[src/rtl/ether_rx_if.sv]
// RMII receive bus: PHY-side dibit stream in, AXI-Stream-style word stream out.
interface ether_rx_if #(
  parameter int OUT_W = 8
);
  logic             crsdv;
  logic [1:0]       rxd;
  logic             axiov;
  logic [OUT_W-1:0] axiod;
  logic             axiol;
  logic             axioe;

  modport master (
    output crsdv, rxd,
    input  axiov, axiod, axiol, axioe
  );

  modport slave (
    input  crsdv, rxd,
    output axiov, axiod, axiol, axioe
  );
endinterface

[src/rtl/ether_rx.sv]
// RMII receive front end: preamble/SFD check, dibit-to-word assembly, last/error tagging.
// Optional frame statistics ports are built when ETHER_RX_STATS_EN is defined.
module ether_rx #(
  parameter int OUT_W        = 8,
  parameter int PREAM_DIBITS = 32
) (
  input  logic       clk,
  input  logic       rst,
  ether_rx_if.slave  bus
`ifdef ETHER_RX_STATS_EN
  ,
  output logic [15:0] frames_ok,
  output logic [15:0] frames_bad
`endif
);

  localparam int HALF = OUT_W / 2;
  localparam int KW   = (HALF > 1) ? $clog2(HALF) : 1;
  localparam int PW   = $clog2(PREAM_DIBITS) + 1;
  localparam logic [KW-1:0] K_LAST  = KW'(HALF - 1);
  localparam logic [PW-1:0] SFD_IDX = PW'(PREAM_DIBITS - 1);

  typedef enum logic [1:0] {IDLE, PREAM, DATA, BAD} state_t;

  state_t           state_q, state_d;
  logic [PW-1:0]    pcnt_q, pcnt_d;
  logic [KW-1:0]    k_q, k_d;
  logic [OUT_W-1:0] shreg_q, shreg_d;
  logic [OUT_W-1:0] pend_q, pend_d;
  logic             pend_vld_q, pend_vld_d;
  logic             axiov_q, axiov_d;
  logic [OUT_W-1:0] axiod_q, axiod_d;
  logic             axiol_q, axiol_d;
  logic             axioe_q, axioe_d;
  logic [OUT_W-1:0] word_v;
  logic [1:0]       exp_dibit;

  always_comb begin
    state_d    = state_q;
    pcnt_d     = pcnt_q;
    k_d        = k_q;
    shreg_d    = shreg_q;
    pend_d     = pend_q;
    pend_vld_d = pend_vld_q;
    axiov_d    = 1'b0;
    axiod_d    = '0;
    axiol_d    = 1'b0;
    axioe_d    = 1'b0;
    exp_dibit  = (pcnt_q == SFD_IDX) ? 2'b11 : 2'b01;
    word_v     = shreg_q;
    for (int i = 0; i < HALF; i++) begin
      if (k_q == KW'(i)) word_v[2*i +: 2] = bus.rxd;
    end

    case (state_q)
      IDLE: begin
        if (bus.crsdv && bus.rxd == 2'b01) begin
          state_d = PREAM;
          pcnt_d  = PW'(1);
        end else if (bus.crsdv && bus.rxd[1]) begin
          state_d = BAD;
        end
      end
      PREAM: begin
        if (!bus.crsdv || bus.rxd != exp_dibit) begin
          state_d = BAD;
        end else if (pcnt_q == SFD_IDX) begin
          state_d    = DATA;
          k_d        = '0;
          shreg_d    = '0;
          pend_vld_d = 1'b0;
        end else begin
          pcnt_d = pcnt_q + 1'b1;
        end
      end
      DATA: begin
        if (bus.crsdv) begin
          if (k_q == K_LAST) begin
            // A completed word releases the previous one; it is now known not to be last.
            k_d        = '0;
            shreg_d    = '0;
            pend_d     = word_v;
            pend_vld_d = 1'b1;
            if (pend_vld_q) begin
              axiov_d = 1'b1;
              axiod_d = pend_q;
            end
          end else begin
            k_d     = k_q + 1'b1;
            shreg_d = word_v;
          end
        end else begin
          state_d    = IDLE;
          k_d        = '0;
          shreg_d    = '0;
          pend_vld_d = 1'b0;
          axiov_d    = 1'b1;
          axiol_d    = 1'b1;
          axiod_d    = pend_vld_q ? pend_q : '0;
          axioe_d    = pend_vld_q ? (k_q != '0) : 1'b1;
        end
      end
      BAD: begin
        if (!bus.crsdv) state_d = IDLE;
      end
      default: state_d = IDLE;
    endcase
  end

  always_ff @(posedge clk or negedge rst) begin
    if (!rst) begin
      state_q    <= IDLE;
      pcnt_q     <= '0;
      k_q        <= '0;
      shreg_q    <= '0;
      pend_q     <= '0;
      pend_vld_q <= 1'b0;
      axiov_q    <= 1'b0;
      axiod_q    <= '0;
      axiol_q    <= 1'b0;
      axioe_q    <= 1'b0;
    end else begin
      state_q    <= state_d;
      pcnt_q     <= pcnt_d;
      k_q        <= k_d;
      shreg_q    <= shreg_d;
      pend_q     <= pend_d;
      pend_vld_q <= pend_vld_d;
      axiov_q    <= axiov_d;
      axiod_q    <= axiod_d;
      axiol_q    <= axiol_d;
      axioe_q    <= axioe_d;
    end
  end

  assign bus.axiov = axiov_q;
  assign bus.axiod = axiod_q;
  assign bus.axiol = axiol_q;
  assign bus.axioe = axioe_q;

`ifdef ETHER_RX_STATS_EN
  logic [15:0] frames_ok_q, frames_ok_d;
  logic [15:0] frames_bad_q, frames_bad_d;

  // Bad frames are preamble failures (any entry into BAD) plus frames closed on a partial word.
  always_comb begin
    frames_ok_d  = frames_ok_q;
    frames_bad_d = frames_bad_q;
    if (axiov_d && axiol_d && !axioe_d) frames_ok_d = frames_ok_q + 16'd1;
    if ((axiov_d && axiol_d && axioe_d) || (state_d == BAD && state_q != BAD))
      frames_bad_d = frames_bad_q + 16'd1;
  end

  always_ff @(posedge clk or negedge rst) begin
    if (!rst) begin
      frames_ok_q  <= '0;
      frames_bad_q <= '0;
    end else begin
      frames_ok_q  <= frames_ok_d;
      frames_bad_q <= frames_bad_d;
    end
  end

  assign frames_ok  = frames_ok_q;
  assign frames_bad = frames_bad_q;
`endif

endmodule

[src/flat_wrapper.sv]
// flat-port wrapper written by rule: the top's interface ports become plain ports
module ether_rx_flat 
#(
  parameter int OUT_W        = 8,
  parameter int PREAM_DIBITS = 32
)
  (clk, rst, bus_crsdv, bus_rxd, bus_axiov, bus_axiod, bus_axiol, bus_axioe);
  ether_rx_if #(.OUT_W(OUT_W)) bus_i ();
  input  logic clk;
  input  logic rst;
  input wire logic [$bits(bus_i.crsdv)-1:0] bus_crsdv;
  input wire logic [$bits(bus_i.rxd)-1:0] bus_rxd;
  output wire logic [$bits(bus_i.axiov)-1:0] bus_axiov;
  output wire logic [$bits(bus_i.axiod)-1:0] bus_axiod;
  output wire logic [$bits(bus_i.axiol)-1:0] bus_axiol;
  output wire logic [$bits(bus_i.axioe)-1:0] bus_axioe;
  assign bus_i.crsdv = bus_crsdv;
  assign bus_i.rxd = bus_rxd;
  assign bus_axiov = bus_i.axiov;
  assign bus_axiod = bus_i.axiod;
  assign bus_axiol = bus_i.axiol;
  assign bus_axioe = bus_i.axioe;
  ether_rx #(.OUT_W(OUT_W), .PREAM_DIBITS(PREAM_DIBITS)) u_core (.clk(clk), .rst(rst), .bus(bus_i));
endmodule
[config.mk]
export PLATFORM = sky130hd
export DESIGN_NAME = ether_rx_flat
export DESIGN_NICKNAME = d
export VERILOG_FILES = /design/src/rtl/ether_rx_if.sv /design/src/rtl/ether_rx.sv /design/src/flat_wrapper.sv
export SDC_FILE = /design/constraint.sdc
export NUM_CORES = 1
export LEC_CHECK = 0
export BUFFER_PORTS_ARGS = -buffer_cell sky130_fd_sc_hd__buf_2
export CAP_MARGIN = 20
export CELL_PAD_IN_SITES_DETAIL_PLACEMENT = 1
export CELL_PAD_IN_SITES_GLOBAL_PLACEMENT = 2
export CORE_UTILIZATION = 40
export CTS_CLUSTER_SIZE = 30
export DETAILED_ROUTE_END_ITERATION = 10
export PLACE_DENSITY = 0.86
export RECOVER_POWER = 25
export SLEW_MARGIN = 20
export SYNTH_ARGS = -nofsm -noshare
export SYNTH_HDL_FRONTEND = slang
export SYNTH_SLANG_ARGS = --single-unit
[constraint.sdc]
create_clock -name clk -period 4.2 [get_ports clk]
set_clock_uncertainty 0.15 [all_clocks]
set_input_delay 0.21 -clock clk [delete_from_list [all_inputs] [get_ports clk]]
set_output_delay 0.21 -clock clk [all_outputs]
set_load 0.005 [all_outputs]
# Yosys cells after proc, flatten, opt, wreduce, memory -nomap -nowiden
# Index checks and enable logic that the tools add are counted.
# op_classes
n_eq_ne	17
mux	43
add_sub_neg	2
reduce_logical	15
# ops
operator	count
2-to-1 mux 8 bit	8
2-to-1 mux 2 bit	14
2-to-1 mux 6 bit	3
case mux 8 bit (2 select lines)	1
2-to-1 mux 1 bit	13
case mux 6 bit (2 select lines)	1
AND reduction 3 bit	3
== test 2 bit, second input constant	4
AND reduction 4 bit	2
adder 6 x 1 -> 6 bit, second input constant	1
== test 2 x 1 -> 1 bit, second input constant	3
== test 6 x 5 -> 1 bit, second input constant	1
inequality test 2 bit, second input constant	3
inequality test 3 x 1 -> 1 bit, second input constant	2
case mux 2 bit (3 select lines)	1
nonzero test 2 bit	3
zero test 2 bit	2
inequality test 2 x 1 -> 1 bit, second input constant	2
case mux 2 bit (2 select lines)	1
inequality test 3 x 2 -> 1 bit, second input constant	1
adder 2 x 1 -> 2 bit, second input constant	1
logical AND 1 bit	2
inequality test 2 bit	1
case mux 1 bit (2 select lines)	1
other kinds (3)	3
# word_totals
inputBits	5
ff_bits	38
wordCells	87
output_inout_bits	11

# Longest topological paths before layout
# logic_depth
depth_word	6
depth_mapped	7
depth_no_buf	6

# Worst setup path after synthesis
# No wires, ideal clock.
# synth_path
kind	reg-to-reg
start	reg u_core.pcnt_q[0]
end	reg u_core.state_q[0]
slack_ns	2.471
n_path_buf	0
t_arrival_ns	1.453
path_stages_with_launch	6
t_required_ns	3.924
period_less_slack_ns	1.729
setup_time_ns	0.126
path_cell_list	dfrtp_1 ha_1 and4_2 a21oi_1 a21oi_1 o32a_1
# synth_via
elab_chain_len	6
word_cells_on_any_way	8
cone_classes	3 x eq/ne; 3 x mux; 2 x reduce/logical
# synth_rtl
element	line	rtl
start, declared	ether_rx.sv:26	logic [PW-1:0] pcnt_q, pcnt_d;
start signal, assigned	ether_rx.sv:124	pcnt_q <= pcnt_d;
== test 6 x 5 -> 1 bit *	ether_rx.sv:49, ether_rx.sv:67	
2-to-1 mux 2 bit	ether_rx.sv:49	exp_dibit = (pcnt_q == SFD_IDX) ? 2'b11 : 2'b01;
inequality test 2 bit	ether_rx.sv:65	if (!bus.crsdv || bus.rxd != exp_dibit) begin
logical OR 1 bit	ether_rx.sv:65	
inequality test 3 x 1 -> 1 bit (no line) or 2-to-1 mux 2 bit (tied branches)	-	
AND reduction 3 bit (no line) or case mux 2 bit (3 select lines) (tied branches)	-	
end signal, assigned	ether_rx.sv:123	state_q <= state_d;
end, declared	ether_rx.sv:25	state_t state_q, state_d;
# Mark *: on every way between the ends. The rest lies on a longest branch, timed or not.
# A chain may end at the register's enable or synchronous reset.

==> out/results.txt <==
first-pass GRT wire length: 7020 um
Post-synth top cells: dfrtp_1, o21ai_0, nand2_1
Slowest-stage cell, CP: clkbuf_1
chip height: 68.9 um
n_diodes: 0
Critical Path RT: 4070 ps
largest fanout on the critical path: 36
nets@finish: 206
Root Buffer: clkbuf_8
FF+latch count, synth: 36
Distinct cells, synth: 35
CTS tree: yes
Final TNS setup: 0 ps
Initial Util: 43.2%
cell with the most instances after synthesis: dfrtp_1
DR iter-0 viols: 83
failing checks: max-capacitance violations, max-slew violations
syn avg cell area: 10.2 sq um
RSZ-0062 raised after global routing: no
final core utilization: 47.9%
antenna-violating nets left: 0
syn_nets: 190
Worst-path clk slew: 70 ps
Syn Std Cell Area: 1790 sq um
grt total ovfl: 0
fin crit share: 54.1%
worst hold path type: input pin to flop
endpoint type of the worst setup path: async pin
Clock Tree Buf Depth: 2
Post-synth EDFFs: 0
hold_sp: bus_crsdv
Lkg Pwr: 0.913 nW
flop2flop setup slack: 2130 ps
Tmin final: 2270 ps
placed cell count: 233
share of the synthesized area in the top cell type: 50.3%
Top FF cell, synth: dfrtp_1
Crit path max-delay family: buffers and inverters
Max Cap Viol: 1
pin count of the biggest net entering global routing: 37
Setup Crit Path Kind: input pin to async pin
Pre-antenna DRT Iters: 4
clock sinks: 36
register area share after synthesis: 50.3%
Worst path max stage delay: 1390 ps
Die X: 68.9 um
clock insertion delay at the later pin of the skew report: 290 ps
placer congestion estimate: 0.827
critical path arrival: 2140 ps
I/O Buffers: 15
Final Instance Count excl. Fillers: 242
H-tree depth: 2
Critical R2R Capture: u_core.k_q[0]$_DFFE_PN0P_
Post-Synthesis Cells: 175
Setup Fix Bufs, Post-CTS: 0
via/cell ratio: 5.60
number of vias in the routed layout: 1,354
Routed WL: 4110 um
core area: 4140 sq um
total power: 1.09 mW
R2R depth: 5
FP Rows: 23
Slew Limit Fails: 37
I/O Pins: 16
vias in the first global route: 1,437
largest cells by area after synthesis: dfrtp_1, ha_1, o21ai_0, mux2i_1, nand2_1
maximum clock rate: 440 MHz
Power Density: 548 nW/um^2
post-synth top area cell: dfrtp_1
Total GRT Usage: 20.4%
Hold Violations, Final: 0
hold endpoint: u_core.k_q[1]$_DFFE_PN0P_
setup violators final: 0
worst rel slew slack: -29.9%
CP Buf/Inv Count: 2
yosys warns: 0
Hold Path Stages: 3
final worst setup slack: 1930 ps
CP cell instances: dlygate4sd3_1 -> clkbuf_1
HPWL after DPL: 3000 um
Wirelength per Cell: 17.0 um
asr flop ratio synth: 100%
DRC violations left: 0
outcome: finished, violations left
CTS buffer count: 5
CTS resizes: 0
Max rail drop VDD: 0.211 mV
FF-to-FF Start: u_core.state_q[1]$_DFFE_PN0P_
Die ar.: 4750 sq um
synth-to-layout area growth: 10.7%
initial antenna violation count: 0
pre-CTS WS: 2150 ps
kind of start point of the critical path: input pin
share of layout cells above drive strength 1: 12.0%
Slew @ Worst Pin: 1950 ps
==> cell families after synthesis <==
| kind of cell | Yosys count | share of synthesized area, % |
|---|---|---|
| AO/OA/AOI/OAI | 49 | 17.0 |
| AND/OR/NAND/NOR | 55 | 16.3 |
| buffers and inverters | 15 | 3.42 |
| flip-flops | 36 | 50.3 |
| adder cells (fa/ha/maj) | 10 | 6.98 |
| multiplexers | 10 | 6.01 |
==> state kept, by name, summed over array words and instances, names as in the netlist <==
register,count
u_core.bus.axiod,8
u_core.pend_q,8
u_core.pcnt_q,6
u_core.shreg_q,6
u_core.k_q,2
u_core.state_q,2
u_core.bus.axioe,1
u_core.bus.axiol,1
u_core.bus.axiov,1
u_core.pend_vld_q,1
==> placed cells by master, fill, tap and decap left out, types with 3 or more instances in the layout <==
master and n:
a21oi_1 9, and2_1 8, nand3_1 11, buf_2 5, inv_1 8, clkbuf_8 5, nor2_1 6, mux2i_1 7
clkbuf_1 10, o21ai_0 25, a31oi_1 4, nand2_1 17, nand2b_1 3, ha_1 10, dfrtp_1 36
==> tightest hold or removal path: stages <==
cell	delay (ps)
buf_2	170
nand3_1	100
mux2i_1	60
==> layout make-up <==
class                   count  area, sq um
clock buffers               5         68.8
clock inverters             3         18.8
fillers                   468         2160
inverters                   8         30.0
multi-input cells         124          830
flip-flops and latches     36          901
well taps                  50         62.6
repair buffers             16         72.6
==> how the worst max path moves through the flow <==
stage | start | to | slack [ps] | cells after the start
after floorplan | u_core.pcnt_q[0]$_DFFE_PN0P_ | u_core.state_q[0]$_DFFE_PN0P_ | 2470 | 5
after global placement | u_core.state_q[1]$_DFFE_PN0P_ | u_core.k_q[0]$_DFFE_PN0P_ | 2240 | 5
after detailed placement | u_core.state_q[0]$_DFFE_PN0P_ | u_core.pend_q[7]$_DFFE_PN0P_ | 2150 | 4
after CTS | u_core.state_q[0]$_DFFE_PN0P_ | u_core.pend_q[7]$_DFFE_PN0P_ | 2140 | 4
after global routing | rst | u_core.k_q[1]$_DFFE_PN0P_ | 1440 | 2
final | rst | u_core.k_q[1]$_DFFE_PN0P_ | 1930 | 2
==> per-stage QoR <==
step	hold WS [ps]	area [sq um]
2_1_floorplan	-236	1790
3_3_place_gp	179	1900
3_5_place_dp	194	1900
4_1_cts	141	2000
5_1_grt	158	1980
6_report	143	1980
==> layer usage <==
layer	global-route usage (%)	routed length, um	vias to the layer above	part of all wire, %
met5	0	0	-	0
met4	5.36	33	0	0.80
met3	4.44	102	5	2.5
met2	36.0	2040	18	50
met1	24.7	1930	682	47
li1	-	-	649	-
==> repair_timing <==
item / in CTS / in global routing
hold buffers: 1 / 0
endpoints found under the setup margin: 0 / 0
hold endpoints to repair: 36 / 0
==> where the power goes <==
part / switching, mW / internal (mW)
Clock: 0.127 / 0.115
Sequential: 0.0463 / 0.393
Combinational: 0.251 / 0.154
No activity file was read; power rests on OpenSTA's default activity.
